$ cat src/rtl/nz_mux_sel_sequencer.sv
// Holds one brick of neuron values on the select-mux data inputs and walks its
// nonzero neurons in ascending index order, one select code per handshake beat.
module nz_mux_sel_sequencer #(
    parameter int BIT_WIDTH  = 16,
    parameter int SEL_WIDTH  = 4,
    parameter int NUM_INPUTS = 1 << SEL_WIDTH
) (
    input  logic                            i_clk,
    input  logic                            i_reset,
    input  logic                            i_brick_valid,
    output logic                            o_brick_ready,
    input  logic [BIT_WIDTH*NUM_INPUTS-1:0] i_brick,
    output logic [BIT_WIDTH*NUM_INPUTS-1:0] o_mux_in,
    output logic [SEL_WIDTH-1:0]            o_sel,
    output logic                            o_sel_valid,
    input  logic                            i_sel_ready,
    output logic                            o_last,
    output logic                            o_zero,
    output logic [SEL_WIDTH:0]              o_nz_count
);

    typedef enum logic {
        IDLE,
        EMIT
    } state_t;

    localparam logic [NUM_INPUTS-1:0] MASK_ONE = NUM_INPUTS'(1);

    state_t                 state;
    state_t                 next_state;
    logic [NUM_INPUTS-1:0]  pending;
    logic [NUM_INPUTS-1:0]  pending_rest;
    logic [NUM_INPUTS-1:0]  brick_mask;
    logic [SEL_WIDTH:0]     brick_popcount;
    logic [SEL_WIDTH-1:0]   lowest_idx;
    logic                   one_left;
    logic                   zero_brick;
    logic                   accept;
    logic                   advance;

    // Full-width compare per neuron, so negative values count as work.
    always_comb begin
        brick_mask     = '0;
        brick_popcount = '0;
        for (int k = 0; k < NUM_INPUTS; k++) begin
            brick_mask[k]  = |i_brick[k*BIT_WIDTH +: BIT_WIDTH];
            brick_popcount = brick_popcount + (SEL_WIDTH+1)'(brick_mask[k]);
        end
    end

    // Scanning downward leaves the lowest pending index as the final winner.
    always_comb begin
        lowest_idx = '0;
        for (int k = NUM_INPUTS - 1; k >= 0; k--) begin
            if (pending[k]) begin
                lowest_idx = SEL_WIDTH'(k);
            end
        end
    end

    // Clearing the lowest set bit both retires the emitted beat and tells us
    // whether it was the only one left.
    assign pending_rest = pending & (pending - MASK_ONE);
    assign one_left     = (pending != '0) && (pending_rest == '0);

    assign accept  = (state == IDLE) && i_brick_valid;
    assign advance = (state == EMIT) && i_sel_ready;

    always_ff @(posedge i_clk) begin
        if (i_reset) begin
            state <= IDLE;
        end else begin
            state <= next_state;
        end
    end

    always_comb begin
        next_state    = state;
        o_brick_ready = 1'b0;
        o_sel_valid   = 1'b0;
        o_sel         = '0;
        o_last        = 1'b0;
        o_zero        = 1'b0;
        case (state)
            IDLE: begin
                o_brick_ready = 1'b1;
                if (i_brick_valid) begin
                    next_state = EMIT;
                end
            end
            EMIT: begin
                o_sel_valid = 1'b1;
                if (zero_brick) begin
                    o_zero = 1'b1;
                    o_last = 1'b1;
                end else begin
                    o_sel  = lowest_idx;
                    o_last = one_left;
                end
                if (i_sel_ready && o_last) begin
                    next_state = IDLE;
                end
            end
            default: next_state = IDLE;
        endcase
    end

    // Brick data changes only on acceptance, keeping the mux inputs stable
    // for every beat of the brick.
    always_ff @(posedge i_clk) begin
        if (i_reset) begin
            o_mux_in   <= '0;
            pending    <= '0;
            o_nz_count <= '0;
            zero_brick <= 1'b0;
        end else if (accept) begin
            o_mux_in   <= i_brick;
            pending    <= brick_mask;
            o_nz_count <= brick_popcount;
            zero_brick <= (brick_mask == '0);
        end else if (advance) begin
            pending    <= pending_rest;
        end
    end

endmodule
$ cat config.mk
export PLATFORM = sky130hd
export DESIGN_NAME = nz_mux_sel_sequencer
export DESIGN_NICKNAME = d
export VERILOG_FILES = /design/src/rtl/nz_mux_sel_sequencer.sv
export SDC_FILE = /design/constraint.sdc
export NUM_CORES = 1
export LEC_CHECK = 0
export ABC_CLOCK_PERIOD_IN_PS = 4200
export BUFFER_PORTS_ARGS = -buffer_cell sky130_fd_sc_hd__buf_4
export CAP_MARGIN = 5
export CORE_AREA = 2 2 207 209
export DETAILED_ROUTE_END_ITERATION = 10
export DIE_AREA = 0 0 209 211
export GPL_ROUTABILITY_DRIVEN = 0
export PLACE_DENSITY = 0.52
export SLEW_MARGIN = 40
export SYNTH_ARGS = -nofsm -noshare
export SYNTH_HDL_FRONTEND = slang
export SYNTH_SLANG_ARGS = --single-unit
$ cat constraint.sdc
create_clock -name i_clk -period 4.2 [get_ports i_clk]
set_clock_uncertainty 0.2 [all_clocks]
set_input_delay 0.42 -clock i_clk [delete_from_list [all_inputs] [get_ports i_clk]]
set_output_delay 0.42 -clock i_clk [all_outputs]
set_load 0.005 [all_outputs]
==> results of run 1 <==
worst max-delay path by stage:
| stage | startpoint | to | slack (ns) | cells past startpoint |
|---|---|---|---|---|
| after global routing | i_brick[168] | o_nz_count[4] | -0.06 | 16 |
| after CTS | i_brick[195] | o_nz_count[4] | 0.0002 | 16 |
| after global placement | i_brick[123] | o_nz_count[2] | -0.63 | 18 |
| after detailed placement | i_brick[123] | o_nz_count[4] | -0.66 | 18 |
| final | i_brick[168] | o_nz_count[4] | 0.15 | 16 |
| after floorplan | i_brick[250] | o_nz_count[4] | 0.04 | 14 |
through the flow:
step                      utilization  setup slack, ns
after floorplan                     -           0.0380
after global placement          0.382           -0.627
after detailed placement        0.382           -0.663
after CTS                       0.457         0.000203
after global routing            0.462          -0.0621
final                           0.462            0.145
layout make-up:
cell class | count | area, sq um | area share
multi-input cells | 1014 | 5020 | 0.261
repair buffers | 829 | 6830 | 0.354
well taps | 539 | 674 | 0.0350
flip-flops and latches | 279 | 5590 | 0.290
clock buffers | 54 | 1050 | 0.0543
clock inverters | 4 | 26.3 | 0.00136
inverters | 23 | 86.3 | 0.00448
routing by layer:
metal / vias to the layer above / routed length [um]
met5: - / 0
met4: 0 / 1880
met3: 97 / 3800
met2: 444 / 22200
met1: 5897 / 18200
li1: 6255 / -
critical path, cell delays in order:
cell	delay [ns]
dlygate4sd3_1	0.54
buf_4	0.15
nor4_4	0.26
nand4_1	0.24
buf_6	0.20
fa_1	0.47
fa_1	0.55
inv_1	0.05
fa_1	0.42
inv_1	0.07
ha_2	0.17
inv_1	0.05
fa_2	0.34
nor2b_1	0.12
o211ai_1	0.09
a21oi_1	0.15
cell families (layout without fill, tap and decap cells):
group	Yosys count	in the layout	synth area share
AO/OA/AOI/OAI	317	317	0.154
XOR/XNOR	2	2	0.00161
adder cells (fa/ha/maj)	17	17	0.0262
buffers and inverters	120	910	0.0429
flip-flops	279	279	0.513
AND/OR/NAND/NOR	678	678	0.262
state kept, by name, indices dropped and copies added, names as in the netlist:
name        count
zero_brick      1
state           1
o_nz_count      5
pending        16
o_mux_in      256
power by group through the flow:
stage | combinational, mW | clock [mW] | sequential, mW
2_1_floorplan | 0.387 | 0 | 2.96
3_3_place_gp | 1.04 | 0 | 2.95
3_5_place_dp | 1.04 | 0 | 2.96
4_1_cts | 1.19 | 2.98 | 2.90
5_1_grt | 1.31 | 3.08 | 2.92
6_report | 1.20 | 2.87 | 2.90
cells in the final DEF (no fill, tap or decap), drive strengths merged, types with 4 or more instances in the layout:
cell	count
nand2	534
nor2	30
nand4	16
nor2b	4
o211ai	4
a21oi	274
dlygate4sd3	197
buf	627
a22oi	10
fa	10
o21ai	10
o31ai	4
dfxtp	279
ha	6
inv	24
clkbuf	55
nor3	8
nor4	69
nand3	5
dlymetal6s4s	4
repair_timing:
action,in CTS,in global routing
resized for setup,4,35
endpoints found under the setup margin,2,4
buffers inserted,0,3
hold endpoints to repair,201,0
pin swaps,0,11
hold buffers,201,0
==> results.toml, run 1 <==
[status]
status = "finished clean"

[sta]
fin_setup_tns_ns = 0
finalHoldViolCount = 0
max_freq_mhz = 247
holdWs_ns = 0.0382
worst-slew-pin-transition_ns = 0.798
relSlewSlack = 0.468
rsz0062_at_grt = "true"
layout_min_cycle_time_ns = 4.05
min_period_over_period = 0.965
finalSetupViolCount = 0
maxSlewViolCount = 0

[critical_path]
cp-start-kind = "input port"
crit_type = "input port to flop"
reg2reg_depth = 6
crit_required_ns = 4.45
rr_endpoint = "state"
r2r_start = "pending[0]"
cp_max_fo = 3
endpoint_kind = "flop"
arrival_ns = 4.30
rrSetupSlack_ns = 1.59

[placement]
dp.final_hpwl_um = 32500
post-place-cells = 2480
portBuffers = 528
postPlaceCellArea_sq_mm = 0.0160

[floorplan]
rows = 75
dieArea_sq_mm = 0.0441
die_height_um = 211
die_x_um = 209
coreArea_sq_mm = 0.0418
io_pins = 529
initial_utilization = 0.260

[power_and_ir_drop]
power_mw = 6.97
switching_power_mw = 1.82
intPower_mw = 5.15
pwr-share-clk = 0.412
swShare = 0.262
pwr_density_cell_mw_per_mm2 = 362
ir_worst_vdd_uv = 247
p_comb_frac = 0.172
leakage_nw = 8.41
pwr-share-seq = 0.416

[route]
drt_iter0_drc = 595
num_vias = 12693
wl_per_cell_um = 16.8
dr.pass1.iters = 5
wl_um = 46100
viasPerCell = 4.63
ant_nets = 0
drc = 0

[synthesis]
synth_edf_count = 0
synthesis.nets = 1689
synth_area_sq_mm = 0.0109
yosys-top-cells-area = "dfxtp_1 (51%), nand2_1 (18%), a21oi_1 (13%), nor4_1 (3.9%), clkbuf_1 (3.1%)"
yosys-top-cells-count = "nand2_1 (534), dfxtp_1 (279), a21oi_1 (274)"
synth_ff_type = "dfxtp_1"
yosysUniqueCellTypes = 45
syn_avg_cell_area_sq_um = 7.70
synth_top_area_frac = 0.513
yosysTopAreaCell = "dfxtp_1"
yosysWarnings = 0
ys_seq_area_frac = 0.513
yosysMostFrequentCell = "nand2_1"
syn_inst = 1413
async_reset_ff_frac = 0
synth_seq_cells = 279

[clocking]
h-tree-depth = 2
root_buffer = "clkbuf_16"
numCtsBuffers = 34
clk_latency_ns = 0.53
cts.sinks = 279
clkTransAtPathRegs_ns = 0.06
clockBufferDepth = 3
cts_tree = "built"

[layout]
layout.cells.non_filler = 2742
diodes = 0
syn2layout_area_growth_pct = 77.2
final_layout_size_suffix_gt1_frac = 0.322
fillers = 4146
final_cell_area_sq_mm = 0.0193
layout.nets = 2457

[job]
drv_cap = 0

[global_route]
met1_usage = 0.232
use_met3 = 0.0618
track_usage = 0.201
grt_overflow = 0
met2_usage = 0.343
grt_max_degree = 130
grt_antenna_before_repair = 0
grt_pass1_wl_um = 69800
grt_pass1_vias = 12681
grt_busiest_layer = "met2"

[worst_hold_path]
holdPathEnd = "o_mux_in[212]"
worstHoldStart = "i_brick[212]"
hold_class = "input port to flop"
hold_depth = 4
No activity file was read; power rests on OpenSTA's default activity.
==> inputs of run 2 (changes only) <==
--- a/config.mk
+++ b/config.mk
@@ -8,11 +8,13 @@
 export ABC_CLOCK_PERIOD_IN_PS = 4200
 export BUFFER_PORTS_ARGS = -buffer_cell sky130_fd_sc_hd__buf_4
 export CAP_MARGIN = 5
-export CORE_AREA = 2 2 207 209
+export CELL_PAD_IN_SITES_DETAIL_PLACEMENT = 2
+export CELL_PAD_IN_SITES_GLOBAL_PLACEMENT = 2
+export CORE_ASPECT_RATIO = 1.2
+export CORE_UTILIZATION = 22
 export DETAILED_ROUTE_END_ITERATION = 10
-export DIE_AREA = 0 0 209 211
 export GPL_ROUTABILITY_DRIVEN = 0
-export PLACE_DENSITY = 0.52
+export PLACE_DENSITY = 0.76
 export SLEW_MARGIN = 40
 export SYNTH_ARGS = -nofsm -noshare
 export SYNTH_HDL_FRONTEND = slang
==> run 2 against run 1 <==
Net effect: die area increased by 14%; final area grew 1.3%; critical path depth unchanged; register-to-register slack got worse by 0.14 ns; final cell count rose by 3.2%; count of clock-buffer cells in the layout did not move; hold slack improved by 0.011 ns; maximum frequency shrank 2.6%; non-clock buffer count decreased by 5; total power up 3.8%; largest cell class unchanged.
==> results.toml, run 2 (synthesis gave the netlist of run 1 again) <==
[status]
status = "finished clean"

[layout]
most-common-layout-cells = "buf_4 (619), nand2_1 (533), dfxtp_1 (279)"
final_layout_size_suffix_gt1_frac = 0.331
largest_reg_flops = 256
layout.nets = 2453
biggestRegsByFlops = "o_mux_in x256, pending x16, o_nz_count x5"
syn2layout_area_growth_pct = 79.5
layout_commonest_cell = "buf_4"
layout.cells.non_filler = 2829
diodes = 0
top_register = "o_mux_in"

[floorplan]
rows = 88
coreArea_sq_mm = 0.0484
initial_utilization = 0.225
dieArea_sq_mm = 0.0503
io_pins = 529
die_height_um = 246
die_x_um = 205

[critical_path]
reg2reg_depth = 6
rrSetupSlack_ns = 1.45
critPathMaxStageDelay_ns = 0.55
cp_max_fo = 3
cpMostUsedCell = "fa_1"
r2r_start = "pending[0]"
cp-start-kind = "input port"
cpMaxStageDelayCell = "dlygate4sd3_1"
crit_type = "input port to flop"
rr_endpoint = "state"
endpoint_kind = "flop"
worstPathCellList = "dlygate4sd3_1, buf_4, nor4_4, nand4_1, buf_6, fa_1, fa_1, inv_1, fa_1, inv_1, ha_1, a21o_1, a21oi_2, xnor2_1, nand2_1, a21oi_1"
arrival_ns = 4.41
crit_required_ns = 4.45

[sta]
worst-slew-pin-transition_ns = 0.706
finalSetupViolCount = 0
fin_setup_tns_ns = 0
max_freq_mhz = 240
finalHoldViolCount = 0
rsz0062_at_grt = "true"
relSlewSlack = 0.525
min_period_over_period = 0.991
layout_min_cycle_time_ns = 4.16
maxSlewViolCount = 0

[clocking]
h-tree-depth = 2
cts_tree = "built"
root_buffer = "clkbuf_16"
cts.sinks = 279
clkTransAtPathRegs_ns = 0.06
clockBufferDepth = 3
numCtsBuffers = 35
clk_latency_ns = 0.54

[global_route]
grt_pass1_wl_um = 94200
grt_antenna_before_repair = 0
grt_overflow = 0
track_usage = 0.245
grt_pass1_vias = 15702
grt_max_degree = 120

[worst_hold_path]
holdPathEnd = "o_mux_in[87]"
worstHoldStart = "i_brick[87]"
hold_depth = 4
hold_class = "input port to flop"

[route]
viasPerCell = 4.83
ant_nets = 0
drc = 0
num_vias = 13674
wl_um = 64700
dr.pass1.iters = 5
wl_per_cell_um = 22.9
drt_iter0_drc = 427

[placement]
portBuffers = 528
post-place-cells = 2580
dp.final_hpwl_um = 39900

[power_and_ir_drop]
pwr_density_cell_mw_per_mm2 = 371
leakage_nw = 8.44
power_mw = 7.24
ir_worst_vdd_uv = 221

[job]
drv_cap = 0
## run 2: cell types whose count changed in the layout (fill, tap and decap cells not counted), sizes merged
cell	delta
dlygate4sd3	-5
clkinv	+3
buf	+4
dlymetal6s4s	-4
clkinvlp	-1
inv	-1
## run 2: repair_timing
action                                  in CTS  in global routing
cloned                                       0                  0
buffers inserted                             0                  1
gates resized for setup                     11                 40
hold endpoints to repair                   192                  0
pin swaps                                    3                 17
hold buffers                               192                  0
endpoints found under the setup margin       2                  4
## run 2: per-layer routing
| layer | GRT usage | vias to the layer above | part of all wire |
|---|---|---|---|
| met5 | 0 | - | 0 |
| met4 | 0.121 | 0 | 0.055 |
| met3 | 0.0618 | 177 | 0.060 |
| met2 | 0.469 | 479 | 0.53 |
| met1 | 0.240 | 6767 | 0.36 |
| li1 | - | 6251 | - |
## run 2: worst max-delay path by stage
stage,from,end,depth (start not counted)
6_report,i_brick[224],o_nz_count[3],16
5_1_grt,i_brick[224],o_nz_count[3],16
4_1_cts,i_brick[196],o_nz_count[2],15
3_5_place_dp,i_brick[80],o_nz_count[2],18
3_3_place_gp,i_brick[91],o_nz_count[2],19
2_1_floorplan,i_brick[250],o_nz_count[4],14
## run 2: metrics by stage
| step | setup WS (ns) | hold WS (ns) | instance area [sq um] | util |
|---|---|---|---|---|
| CTS | 0.000887 | 0.0139 | 19300 | 0.398 |
| finish | 0.0375 | 0.0495 | 19500 | 0.403 |
| global placement | -0.583 | 0.242 | 16100 | 0.333 |
| global route | -0.0409 | 0.0285 | 19500 | 0.403 |
| detailed placement | -0.693 | 0.250 | 16200 | 0.334 |
| floorplan | 0.0380 | 0.248 | 10900 | - |
## run 2: area by class of cell
cell class	instances	area, sq um
clock buffers	54	1100
multi-input cells	1014	5130
flip-flops and latches	279	5590
repair buffers	824	6810
well taps	630	788
inverters	23	86.3
fillers	5372	28900
clock inverters	5	25.0
## run 2: worst max-delay path: cells and delay by family
family,cells,cell delay [ns]
simple gates,3,0.61
buf+inv,5,1.04
xor+xnor,1,0.14
fa+ha+maj,4,1.72
compound gates,3,0.48
## run 2: where the power goes
| part | switching, mW | total (mW) | internal (mW) | leakage (nW) |
|---|---|---|---|---|
| sequential | 0.118 | 2.92 | 2.81 | 2.29 |
| combinational | 0.666 | 1.32 | 0.651 | 5.58 |
| clock | 1.21 | 3.00 | 1.79 | 0.562 |
==> inputs of run 3 (changes only) <==
--- a/config.mk
+++ b/config.mk
@@ -14,8 +14,9 @@
 export CORE_UTILIZATION = 22
 export DETAILED_ROUTE_END_ITERATION = 10
 export GPL_ROUTABILITY_DRIVEN = 0
+export MAX_ROUTING_LAYER = met4
 export PLACE_DENSITY = 0.76
-export SLEW_MARGIN = 40
+export SLEW_MARGIN = 20
 export SYNTH_ARGS = -nofsm -noshare
 export SYNTH_HDL_FRONTEND = slang
 export SYNTH_SLANG_ARGS = --single-unit
==> run 3 against run 2 <==
Net effect: sequential power hardly changed; via count shrank 0.16%; die area unchanged; routed wire length decreased by 1.0%; hold slack gained 0.0025 ns; global-route usage increased by 0.44 points; clock power fell by 3%; sequential cell count is the same; sequential share of layout area hardly changed; utilization about the same; combinational power about the same; critical path type unchanged; critical endpoint unchanged.
==> results.toml, run 3 (synthesis gave the netlist of run 1 again) <==
[status]
status = "finished clean"

[worst_hold_path]
holdPathEnd = "o_mux_in[3]"
worstHoldStart = "i_brick[3]"
hold_class = "input port to flop"
hold_depth = 4

[global_route]
grt_pass1_vias = 15668
grt_overflow = 0
grt_pass1_wl_um = 92700
track_usage = 0.249
grt_max_degree = 120
grt_antenna_before_repair = 2

[placement]
dp.final_hpwl_um = 39900
post-place-cells = 2579
portBuffers = 528
postPlaceCellArea_sq_mm = 0.0161

[critical_path]
crit_buf_inv = 5
cpMostUsedCell = "fa_1"
crit_required_ns = 4.44
cpMaxStageDelayCell = "dlygate4sd3_1"
arrival_ns = 4.38
cp_max_fo = 3
endpoint_kind = "flop"
cp-start-kind = "input port"
rrSetupSlack_ns = 1.49
r2r_start = "state"
reg2reg_depth = 5
rr_endpoint = "o_mux_in[235]"
crit_type = "input port to flop"
cp_top_family = "adder cells"
worstPathCellList = "dlygate4sd3_1, buf_4, nor4_2, nand4_1, buf_6, fa_1, fa_1, inv_1, fa_1, inv_1, ha_1, a21o_1, a21oi_2, xnor2_1, nand2_1, a21oi_1"
critPathMaxStageDelay_ns = 0.55

[route]
drt_iter0_drc = 354
ant_nets = 0
dr.pass1.iters = 4
wl_um = 64100
num_vias = 13652
drc = 0
wl_per_cell_um = 22.7
viasPerCell = 4.83

[floorplan]
die_x_um = 205
die_height_um = 246
io_pins = 529
dieArea_sq_mm = 0.0503
coreArea_sq_mm = 0.0484
rows = 88
initial_utilization = 0.225

[clocking]
clockBufferDepth = 3
root_buffer = "clkbuf_16"
cts_tree = "built"
clk_latency_ns = 0.54
numCtsBuffers = 34
clkTransAtPathRegs_ns = 0.06
cts.sinks = 279
h-tree-depth = 2

[layout]
syn2layout_area_growth_pct = 79.6
biggestRegsByFlops = "o_mux_in x256, pending x16, o_nz_count x5"
layout.cells.non_filler = 2828
layout.nets = 2452
largest_reg_flops = 256
top_register = "o_mux_in"
utilization = 0.403
layout_commonest_cell = "buf_4"
final_cell_area_sq_mm = 0.0195
most-common-layout-cells = "buf_4 (615), nand2_1 (533), dfxtp_1 (279)"
final_layout_size_suffix_gt1_frac = 0.330

[sta]
rsz0062_at_grt = "true"
maxSlewViolCount = 0
min_period_over_period = 0.985
finalSetupViolCount = 0
finalHoldViolCount = 0
fin_setup_tns_ns = 0
layout_min_cycle_time_ns = 4.14
max_freq_mhz = 242
worst-slew-pin-transition_ns = 0.938
relSlewSlack = 0.375

[job]
drv_cap = 0

[power_and_ir_drop]
ir_worst_vdd_uv = 256
pwr_density_cell_mw_per_mm2 = 366
leakage_nw = 8.42
[run 3: cell count changes in the layout (fill, tap and decap cells not counted), sizes merged]
cell and change:
buf -1, clkinvlp +1, diode +2, clkinv -4
dlygate4sd3 -1, dlymetal6s4s +2
[run 3: worst max path at each step]
stage	from	end	slack [ns]	depth (start not counted)
floorplan	i_brick[250]	o_nz_count[4]	0.04	14
global placement	i_brick[91]	o_nz_count[2]	-0.58	19
detailed placement	i_brick[80]	o_nz_count[2]	-0.64	18
CTS	i_brick[196]	o_nz_count[2]	0.004	15
global route	i_brick[224]	o_nz_count[3]	-0.08	16
finish	i_brick[224]	o_nz_count[3]	0.06	16
[run 3: cell type report]
type | instances | area (sq um)
fillers | 5378 | 28900
repair buffers | 824 | 6800
flip-flops and latches | 279 | 5590
multi-input cells | 1014 | 5190
clock buffers | 54 | 1070
well taps | 630 | 788
inverters | 23 | 86.3
clock inverters | 2 | 12.5
diodes | 2 | 5.00
[run 3: worst min-delay path, stage by stage]
cell and delay, ns:
buf_4 0.09, buf_4 0.09, nand2_1 0.04, a21oi_1 0.11
[run 3: metrics by stage]
stage	power (mW)	setup slack, ns	hold slack, ns
3_3_place_gp	4.01	-0.583	0.242
3_5_place_dp	4.06	-0.643	0.249
4_1_cts	7.17	0.00426	0.00182
2_1_floorplan	3.34	0.0380	0.248
5_1_grt	7.45	-0.0763	0.0409
6_report	7.16	0.0628	0.0520
[run 3: power by group]
group	switching (mW)	internal, mW	leakage (nW)
clock	1.18	1.74	0.528
sequential	0.119	2.81	2.29
combinational	0.665	0.651	5.60
total	1.96	5.19	8.42
[run 3: what timing repair did]
action	in CTS	in global routing
resized for setup	9	58
hold buffers	193	0
cloned	0	0
hold endpoints to repair	193	0
pin swaps	3	20
endpoints found under the setup margin	2	4
buffers inserted	0	2
[run 3: metal layers]
layer	part of all wire	track usage
met2	0.52	0.452
met5	0	-
met3	0.061	0.0606
met4	0.055	0.132
met1	0.36	0.242
